[src/rtl/hazard_scoreboard.sv]
// rtl/hazard_scoreboard.sv - register write-hazard scoreboard with a fixed-latency retirement pipeline
module hazard_scoreboard #(
    parameter int REG_ADDR_W = 4,
    parameter int WB_LATENCY = 2,
    parameter int KILL_DEPTH = 1,
    parameter int ZERO_REG   = 0
) (
    input  logic                       CLK,
    input  logic                       RST,
    input  logic                       issue_valid,
    input  logic [REG_ADDR_W-1:0]      a_addr,
    input  logic [REG_ADDR_W-1:0]      b_addr,
    input  logic                       a_used,
    input  logic                       b_used,
    input  logic [REG_ADDR_W-1:0]      c_addr,
    input  logic                       reg_write,
    input  logic                       flush,
    input  logic                       clear_stats,
    output logic                       stall,
    output logic                       issue_fire,
    output logic [2**REG_ADDR_W-1:0]   pending,
    output logic                       retire_valid,
    output logic [REG_ADDR_W-1:0]      retire_addr,
    output logic [15:0]                stall_count
);

    localparam int NUM_REGS = 2**REG_ADDR_W;

    logic [WB_LATENCY-1:0] r_valid;
    logic [REG_ADDR_W-1:0] r_addr [WB_LATENCY];
    logic [NUM_REGS-1:0]   r_pending;
    logic [15:0]           r_stall_count;

    logic [WB_LATENCY-1:0] w_valid_nxt;
    logic [REG_ADDR_W-1:0] w_addr_nxt [WB_LATENCY];
    logic [NUM_REGS-1:0]   w_pending_nxt;
    logic                  w_hazard;
    logic                  w_load;

    assign w_hazard   = (a_used && r_pending[a_addr]) ||
                        (b_used && r_pending[b_addr]) ||
                        (reg_write && r_pending[c_addr]);
    assign stall      = issue_valid && w_hazard;
    assign issue_fire = issue_valid && !w_hazard && !RST && !flush;
    assign w_load     = issue_fire && reg_write && !((ZERO_REG != 0) && (c_addr == '0));

    // Invalid stages carry address 0 so retire_addr reads 0 whenever nothing retires.
    always_comb begin
        w_valid_nxt   = '0;
        w_pending_nxt = '0;
        for (int i = 0; i < WB_LATENCY; i++) begin
            w_addr_nxt[i] = '0;
        end
        w_valid_nxt[0] = w_load;
        w_addr_nxt[0]  = w_load ? c_addr : '0;
        for (int i = 1; i < WB_LATENCY; i++) begin
            w_valid_nxt[i] = r_valid[i-1];
            w_addr_nxt[i]  = r_addr[i-1];
        end
        // Kill applies to the post-shift youngest stages.
        for (int i = 0; i < KILL_DEPTH; i++) begin
            if (flush) begin
                w_valid_nxt[i] = 1'b0;
                w_addr_nxt[i]  = '0;
            end
        end
        for (int i = 0; i < WB_LATENCY; i++) begin
            if (w_valid_nxt[i]) begin
                w_pending_nxt[w_addr_nxt[i]] = 1'b1;
            end
        end
        if (ZERO_REG != 0) begin
            w_pending_nxt[0] = 1'b0;
        end
    end

    always_ff @(posedge CLK) begin
        if (RST) begin
            r_valid       <= '0;
            r_pending     <= '0;
            r_stall_count <= '0;
            for (int i = 0; i < WB_LATENCY; i++) begin
                r_addr[i] <= '0;
            end
        end else begin
            r_valid   <= w_valid_nxt;
            r_addr    <= w_addr_nxt;
            r_pending <= w_pending_nxt;
            if (clear_stats) begin
                r_stall_count <= '0;
            end else if (stall && (r_stall_count != 16'hFFFF)) begin
                r_stall_count <= r_stall_count + 16'd1;
            end
        end
    end

    assign pending      = r_pending;
    assign retire_valid = r_valid[WB_LATENCY-1];
    assign retire_addr  = r_addr[WB_LATENCY-1];
    assign stall_count  = r_stall_count;

endmodule

[config.mk]
export PLATFORM = sky130hd
export DESIGN_NAME = hazard_scoreboard
export DESIGN_NICKNAME = d
export VERILOG_FILES = /design/src/rtl/hazard_scoreboard.sv
export SDC_FILE = /design/constraint.sdc
export NUM_CORES = 1
export LEC_CHECK = 0
export BUFFER_PORTS_ARGS = -buffer_cell sky130_fd_sc_hd__buf_2
export CAP_MARGIN = 20
export CORE_UTILIZATION = 45
export CTS_CLUSTER_SIZE = 8
export DETAILED_ROUTE_END_ITERATION = 8
export HOLD_SLACK_MARGIN = 0.05
export PLACE_DENSITY = 0.76
export SKIP_CTS_REPAIR_TIMING = 1
export SYNTH_ARGS = -nofsm -noshare
export SYNTH_HDL_FRONTEND = slang
export SYNTH_SLANG_ARGS = --single-unit
export TNS_END_PERCENT = 20
[constraint.sdc]
create_clock -name CLK -period 7.55 [get_ports CLK]
set_input_delay 1.51 -clock CLK [delete_from_list [all_inputs] [get_ports CLK]]
set_output_delay 1.51 -clock CLK [all_outputs]
set_load 0.01 [all_outputs]
==> out/results.txt, run 1 <==
Status - finished, final reports clean
Pre-antenna DRT Iters - 4
Number of cells on the worst reg-to-reg path - 7
Share of the yosys chip area belonging to registers - 0.380
FF/Latch Area - 841 µm²
Worst VDD drop - 0.0000917 V
Worst-Margin Slew - 0.583 ns
Via Count - 2,042
Power consumption - 0.441 mW
Most common flop cell mapped by yosys - dfxtp_1
Final HPWL DP - 4070 µm
Crit path max fanout - 10
Syn Inst Count - 254
Hold slack final - 0.510 ns
Area of the multi-input gates - 1300 µm²
Unrepaired setup endpoints after global routing - no
Placed Area - 2530 µm²
Syn_nets - 275
Relative slew slack - 0.608
Hold path cells - 2
Pwr dens - 167 nW/µm²
CTS Buffer Depth - 2
Number of diodes - 0
Nets@finish - 327
DR WL/cell - 14.4 µm
Vias per cell - 5.46
Final instance area - 2640 µm²
Layout area overhead - 19.1%
Hold Vio Cnt, Final - 0
Clk_lat worst skew - 0.29 ns
Final ANT Viol Nets - 0
Core area - 4720 µm²
Drc violations - 0
Clock Sinks - 42
Final GP Congestion - 0.882
Synth top area cells - dfxtp_1 38%, mux2i_1 5.9%, nand2_1 4.4%, o21ai_0 4.3%, mux2_2 4.1%
Type of origin of the critical path - input port
Post-synth ARST share - 0
CP required - 6.04 ns
Post-synthesis register bit count - 42
Synth Area per Inst - 8.71 µm²
Cell accounting for the most synthesized area - dfxtp_1
Library cells used by synthesis - 42
Hold Crit Class - flop to flop
CTS root buf - clkbuf_8
IO buf count - 58
Synth top cells by count - 42 x dfxtp_1, 26 x nand2_1, 19 x o21ai_0, 13 x mux2i_1, 13 x nand3_1
Share of layout cells above drive strength 1 - 0.280
Crit. End Element - primary output
Syn. warnings - 0
Initial DRC count - 155
LEAKAGE - 1.12 nW
Routed WL - 5370 µm
Fin Setup TNS - 0 ns
Mapped cell area - 2210 µm²
CTS H-tree lvls - 2
Post-synth top area share - 0.380
# rows - 25
GR Overflow Total - 0
First-pass GRT wire length - 8850 µm
Clk slew on worst S/H paths - 0.08 ns
CTS tree - built
Most frequent cell after synthesis - dfxtp_1
Total die area - 5200 µm²
EDFF count, synth - 0
Final setup fails - 0
Starting Density - 0.469
Die Ht - 72.1 µm
Worst Path Class, Setup - input port to primary output
Total GRT Usage - 0.215
Fill cell count - 451
IO Count - 59
Initial antenna violation count - 0
Post-layout min period - 4.99 ns
Worst Skew - 0.00770 ns
Largest net degree at the start of global routing - 31
Fin crit share - 0.661
Vias in the first global route - 1,930
F_max - 200 MHz
Fin. max-slew vios - 0
Critical Path AT - 3.48 ns
Die Wd - 72.1 µm
CTS Buf Count - 5
Max cap viols - 0
-- layer usage --
| metal | share of wire | track usage | vias to the layer above |
|---|---|---|---|
| met5 | 0 | 0 | - |
| met4 | 0.010 | 0.0806 | 0 |
| met3 | 0.035 | 0.0417 | 6 |
| met2 | 0.49 | 0.353 | 42 |
| met1 | 0.46 | 0.279 | 948 |
| li1 | - | - | 1046 |
-- cells in the final DEF (no fill, tap or decap), types with 2 or more instances in the layout --
cell | synthesis | routed
buf_2 | 5 | 58
dfxtp_1 | 42 | 42
nand2_1 | 26 | 26
o21ai_0 | 19 | 19
mux2i_1 | 13 | 13
nand3_1 | 13 | 13
nor2b_1 | 12 | 12
or3_1 | 12 | 12
a21oi_1 | 12 | 12
nor2_1 | 10 | 10
and3_1 | 10 | 10
mux2_2 | 8 | 8
nand2b_1 | 6 | 6
o22ai_1 | 6 | 6
nand4_1 | 5 | 5
or4_1 | 5 | 5
o31ai_1 | 5 | 5
clkbuf_8 | 0 | 5
a22oi_1 | 4 | 4
o21ai_2 | 4 | 4
nor3_1 | 4 | 3
nor3b_1 | 3 | 3
or2_2 | 2 | 2
and2_1 | 2 | 2
clkinv_2 | 0 | 2
-- worst max-delay path: stages --
cell	delay (ns)
buf_2	0.12
mux4_1	0.53
nand2b_1	0.14
and4b_1	0.18
a41o_1	0.26
nor4_4	0.51
buf_2	0.22
-- per-stage QoR --
stage	instances	utilization	worst slack (ns)
floorplan	254	-	2.76
global placement	366	0.535	2.60
detailed placement	366	0.535	2.57
CTS	374	0.558	2.57
global route	374	0.558	2.44
finish	374	0.558	2.56
-- sequential cells by signal, summed over array words and instances (netlist names) --
| signal | count |
|---|---|
| stall_count | 16 |
| retire_addr | 4 |
| pending | 16 |
| r_valid | 2 |
| r_addr | 4 |
-- power breakdown --
group,switching (mW),internal (mW)
logic,0.0266,0.0154
registers,0.00132,0.223
clock network,0.0775,0.0974
total,0.105,0.335
-- worst paths after layout --
path / from / to / slack [ns]
min: stall_count[15] / stall_count[15] / 0.51
max: b_addr[2] / issue_fire / 2.56
min reg2reg: stall_count[15] / stall_count[15] / 0.51
max reg2reg: pending[5] / pending[10] / 4.94
-- cell families (layout without fill, tap and decap cells) --
logic type,after synthesis,in the layout,synth area share
buffers and inverters,14,67,0.0334
muxes,23,23,0.122
and+or+nand+nor,117,117,0.299
AOI/OAI and AO/OA,57,57,0.161
DFF,42,42,0.380
adders and majority gates,1,1,0.00565
-- layout make-up --
| type | count | share of cell area |
|---|---|---|
| clock buffer | 5 | 0.0261 |
| sequential | 42 | 0.319 |
| tap | 67 | 0.0318 |
| timing repair buffer | 59 | 0.113 |
| clock inverter | 3 | 0.0152 |
| multi-input combinational | 198 | 0.495 |
(Power assumes the default switching activity.)
==> inputs of run 2 (changes only) <==
- PLACE_DENSITY: 0.76 -> 0.79
- clock period: 7.55 -> 4.4 ns (I/O delays scaled with it)
==> run 2 against run 1 <==
Net effect: clock power up 70%; global-route usage up 0.65 points; sequential cell count unchanged; clock skew up 0.0013 ns; count of clock-buffer cells in the layout unchanged; sequential share of layout area down 0.091 points; cell count up 0.27%; sequential power up 71%; critical path depth up 1; design area up 0.28%; critical path type unchanged; largest power group unchanged.
==> out/results.txt, run 2 (synthesized netlist as in run 1, its figures left out) <==
Final cell count without fillers - 375
F_max - 276 MHz
Worst-Margin Slew - 0.549 ns
Unrepaired setup endpoints after global routing - no
Drc violations - 0
Worst Path Class, Setup - input port to primary output
Hold Vio Cnt, Final - 0
Most common cell after layout, fill and taps aside - buf_2
Share of layout cells above drive strength 1 - 0.282
Total die area - 5200 µm²
Starting Density - 0.469
Pre-CTS setup slack - 0.784 ns
LEAKAGE - 1.13 nW
GR Overflow Total - 0
Pwr dens - 286 nW/µm²
Pre-antenna DRT Iters - 4
Area of the multi-input gates - 1300 µm²
Nets@finish - 328
Placed Area - 2530 µm²
Worst Setup SP - b_addr[2]
Total GRT Usage - 0.221
Type of origin of the critical path - input port
CTS Buffer Depth - 2
Fin. max-slew vios - 0
Fill cell count - 438
Number of diodes - 0
Critical Path AT - 2.74 ns
Clk_lat worst skew - 0.29 ns
Final setup fails - 0
CTS tree - built
Die Wd - 72.1 µm
FF/Latch Area - 841 µm²
First-pass GRT wire length - 8940 µm
Die Ht - 72.1 µm
Initial DRC count - 92
CTS root buf - clkbuf_8
Vias in the first global route - 1,924
Fin crit share - 0.822
Via Count - 2,125
CP required - 3.52 ns
Final instance area - 2640 µm²
CTS Buf Count - 5
Setup WS post-layout - 0.781 ns
Initial antenna violation count - 0
Max cap viols - 0
Worst Skew - 0.00895 ns
Final GP Congestion - 0.853
DR WL/cell - 14.4 µm
IO Count - 59
IO buf count - 58
RR Startpoint - pending[5]
Routed WL - 5400 µm
Most frequent cells in the layout - 58 x buf_2, 42 x dfxtp_1, 26 x nand2_1
Largest net degree at the start of global routing - 30
Hold Crit Start - stall_count[8]
# rows - 25
Hold slack final - 0.497 ns
CTS H-tree lvls - 2
Placed cells - 367
Vias per cell - 5.67
Post-layout min period - 3.62 ns
Crit path max fanout - 10
Final ANT Viol Nets - 0
Layout area overhead - 19.4%
Fin Setup TNS - 0 ns
Clk slew on worst S/H paths - 0.08 ns
Utilization after layout - 0.559
Crit. End Element - primary output
Worst VDD drop - 0.000160 V
Relative slew slack - 0.631
Power consumption - 0.756 mW
Status - finished, final reports clean
Clock Sinks - 42
Hold Crit Class - flop to flop
Core area - 4720 µm²
Final HPWL DP - 4040 µm
run 2: where the power goes:
part	internal, mW	switching (mW)
Combinational	0.0269	0.0472
Clock	0.167	0.131
Sequential	0.382	0.00227
run 2: layout make-up:
class,count,area share
flip-flops and latches,42,0.318
clock inverters,3,0.0152
clock buffers,5,0.0260
well taps,67,0.0317
multi-input cells,198,0.493
repair buffers,60,0.116
run 2: path summary, 6_finish.rpt:
path | end | depth (start not counted) | slack (ns)
min | stall_count[8] | 2 | 0.50
max | issue_fire | 8 | 0.78
min reg2reg | stall_count[8] | 2 | 0.50
max reg2reg | pending[10] | 8 | 1.88
run 2: routing by layer:
metal | track usage | share of wire | wire (µm) | up-vias
met5 | 0 | 0 | 0 | -
met4 | 0.0915 | 0.013 | 72 | 0
met3 | 0.0528 | 0.047 | 255 | 9
met2 | 0.353 | 0.50 | 2690 | 57
met1 | 0.287 | 0.44 | 2380 | 1011
li1 | - | - | - | 1048
run 2: worst max-delay path, cell delays in order:
cell	delay, ns
buf_2	0.12
mux4_1	0.53
nand2b_1	0.15
and4b_1	0.18
a41o_1	0.27
nor4_4	0.28
buf_4	0.20
buf_2	0.14
==> inputs of run 3 (changes only) <==
- PLACE_DENSITY: 0.79 -> 0.76
- clock period: 4.4 -> 3.6 ns (I/O delays scaled with it)
==> run 3 against run 2 <==
Net effect: sequential share of layout area hardly changed; die area unchanged; critical path depth shrank 1; sequential cell count did not move; critical path type unchanged; largest power group unchanged; cell count is the same; clock skew is 0.0040 ns higher.
==> out/results.txt, run 3 (synthesized netlist as in run 1, its figures left out) <==
Status - finished, final reports clean
Drc violations - 0
Final cell count without fillers - 375
Die Wd - 72.1 µm
Fin crit share - 0.891
Fin Setup TNS - 0 ns
DR WL/cell - 13.9 µm
Final HPWL DP - 3950 µm
Initial antenna violation count - 0
Most common cell after layout, fill and taps aside - buf_2
Share of layout cells above drive strength 1 - 0.276
Via Count - 2,098
Initial DRC count - 94
Nets@finish - 328
Final GP Congestion - 0.918
Utilization after layout - 0.559
Crit. End Element - primary output
Final instance area - 2640 µm²
Relative slew slack - 0.622
CTS Buf Count - 5
IO buf count - 58
Critical Path AT - 2.49 ns
Unrepaired setup endpoints after global routing - no
Placed cells - 367
IO Count - 59
Flop2flop setup slack - 1.01 ns
LEAKAGE - 1.12 nW
F_max - 312 MHz
Die Ht - 72.1 µm
Vias per cell - 5.59
Starting Density - 0.469
Clk slew on worst S/H paths - 0.08 ns
Fin. max-slew vios - 0
First-pass GRT wire length - 7990 µm
CTS Buffer Depth - 2
Crit path max fanout - 4
Number of diodes - 0
GR Overflow Total - 0
Max cap viols - 0
Post-layout min period - 3.21 ns
Worst-Margin Slew - 0.565 ns
Routed WL - 5200 µm
Final ANT Viol Nets - 0
Total die area - 5200 µm²
Clock Sinks - 42
Clk_lat worst skew - 0.29 ns
Hold Crit Class - flop to flop
Worst Skew - 0.0129 ns
Core area - 4720 µm²
Most frequent cells in the layout - 58 x buf_2, 42 x dfxtp_1, 26 x nand2_1
Placed Area - 2530 µm²
Final setup fails - 0
Worst VDD drop - 0.000171 V
Largest net degree at the start of global routing - 30
Total GRT Usage - 0.198
Vias in the first global route - 1,810
CTS tree - built
Pre-antenna DRT Iters - 4
Layout area overhead - 19.3%
CTS H-tree lvls - 2
CP required - 2.88 ns
FF/Latch Area - 841 µm²
Area of the multi-input gates - 1300 µm²
Pwr dens - 347 nW/µm²
Fill cell count - 439
# rows - 25
Hold Vio Cnt, Final - 0
CTS root buf - clkbuf_8
Hold slack final - 0.500 ns
Worst Path Class, Setup - input port to primary output
Type of origin of the critical path - input port
-- run 3: cell count changes in the layout (fill, tap and decap cells not counted), sizes merged --
cell | previous run | this run
clkbuf | 5 | 7
clkinv | 2 | 0
-- run 3: final cells by class --
cell class | count | area share
repair buffers | 60 | 0.116
multi-input cells | 198 | 0.494
clock inverters | 1 | 0.0114
well taps | 67 | 0.0318
flip-flops and latches | 42 | 0.318
clock buffers | 7 | 0.0289
-- run 3: path summary, 6_finish.rpt --
check / startpoint / endpoint / depth (start not counted)
hold reg to reg: stall_count[5] / stall_count[5] / 2
setup / recovery: b_addr[2] / issue_fire / 7
setup reg to reg: pending[5] / pending[14] / 8
hold / removal: stall_count[5] / stall_count[5] / 2
-- run 3: routing by layer --
metal  share of wire  up-vias  global-route usage  routed length (µm)
met3           0.051        9              0.0417                 267
met5               0        -                   0                   0
met1            0.46      972               0.257                2400
met4           0.016        0               0.113                  84
met2            0.47       63               0.305                2440
li1                -     1054                   -                   -
-- run 3: critical path, cell delays in order --
cell and delay, ns:
buf_2 0.12, mux4_1 0.53, nand2b_1 0.15, and4b_1 0.18, a41o_1 0.26, nor4_4 0.35
buf_2 0.19
-- run 3: power breakdown --
| part | leakage [nW] | internal (mW) | switching (mW) | total (mW) |
|---|---|---|---|---|
| Sequential | 0.338 | 0.467 | 0.00271 | 0.470 |
| Combinational | 0.729 | 0.0328 | 0.0554 | 0.0882 |
| Clock | 0.0524 | 0.207 | 0.150 | 0.358 |
| Total | 1.12 | 0.707 | 0.209 | 0.916 |
-- run 3: stage by stage --
step	power [mW]	worst slack [ns]
4_1_cts	0.923	0.370
2_1_floorplan	0.539	0.387
6_report	0.916	0.392
5_1_grt	0.954	0.297
3_3_place_gp	0.566	0.400
3_5_place_dp	0.568	0.370
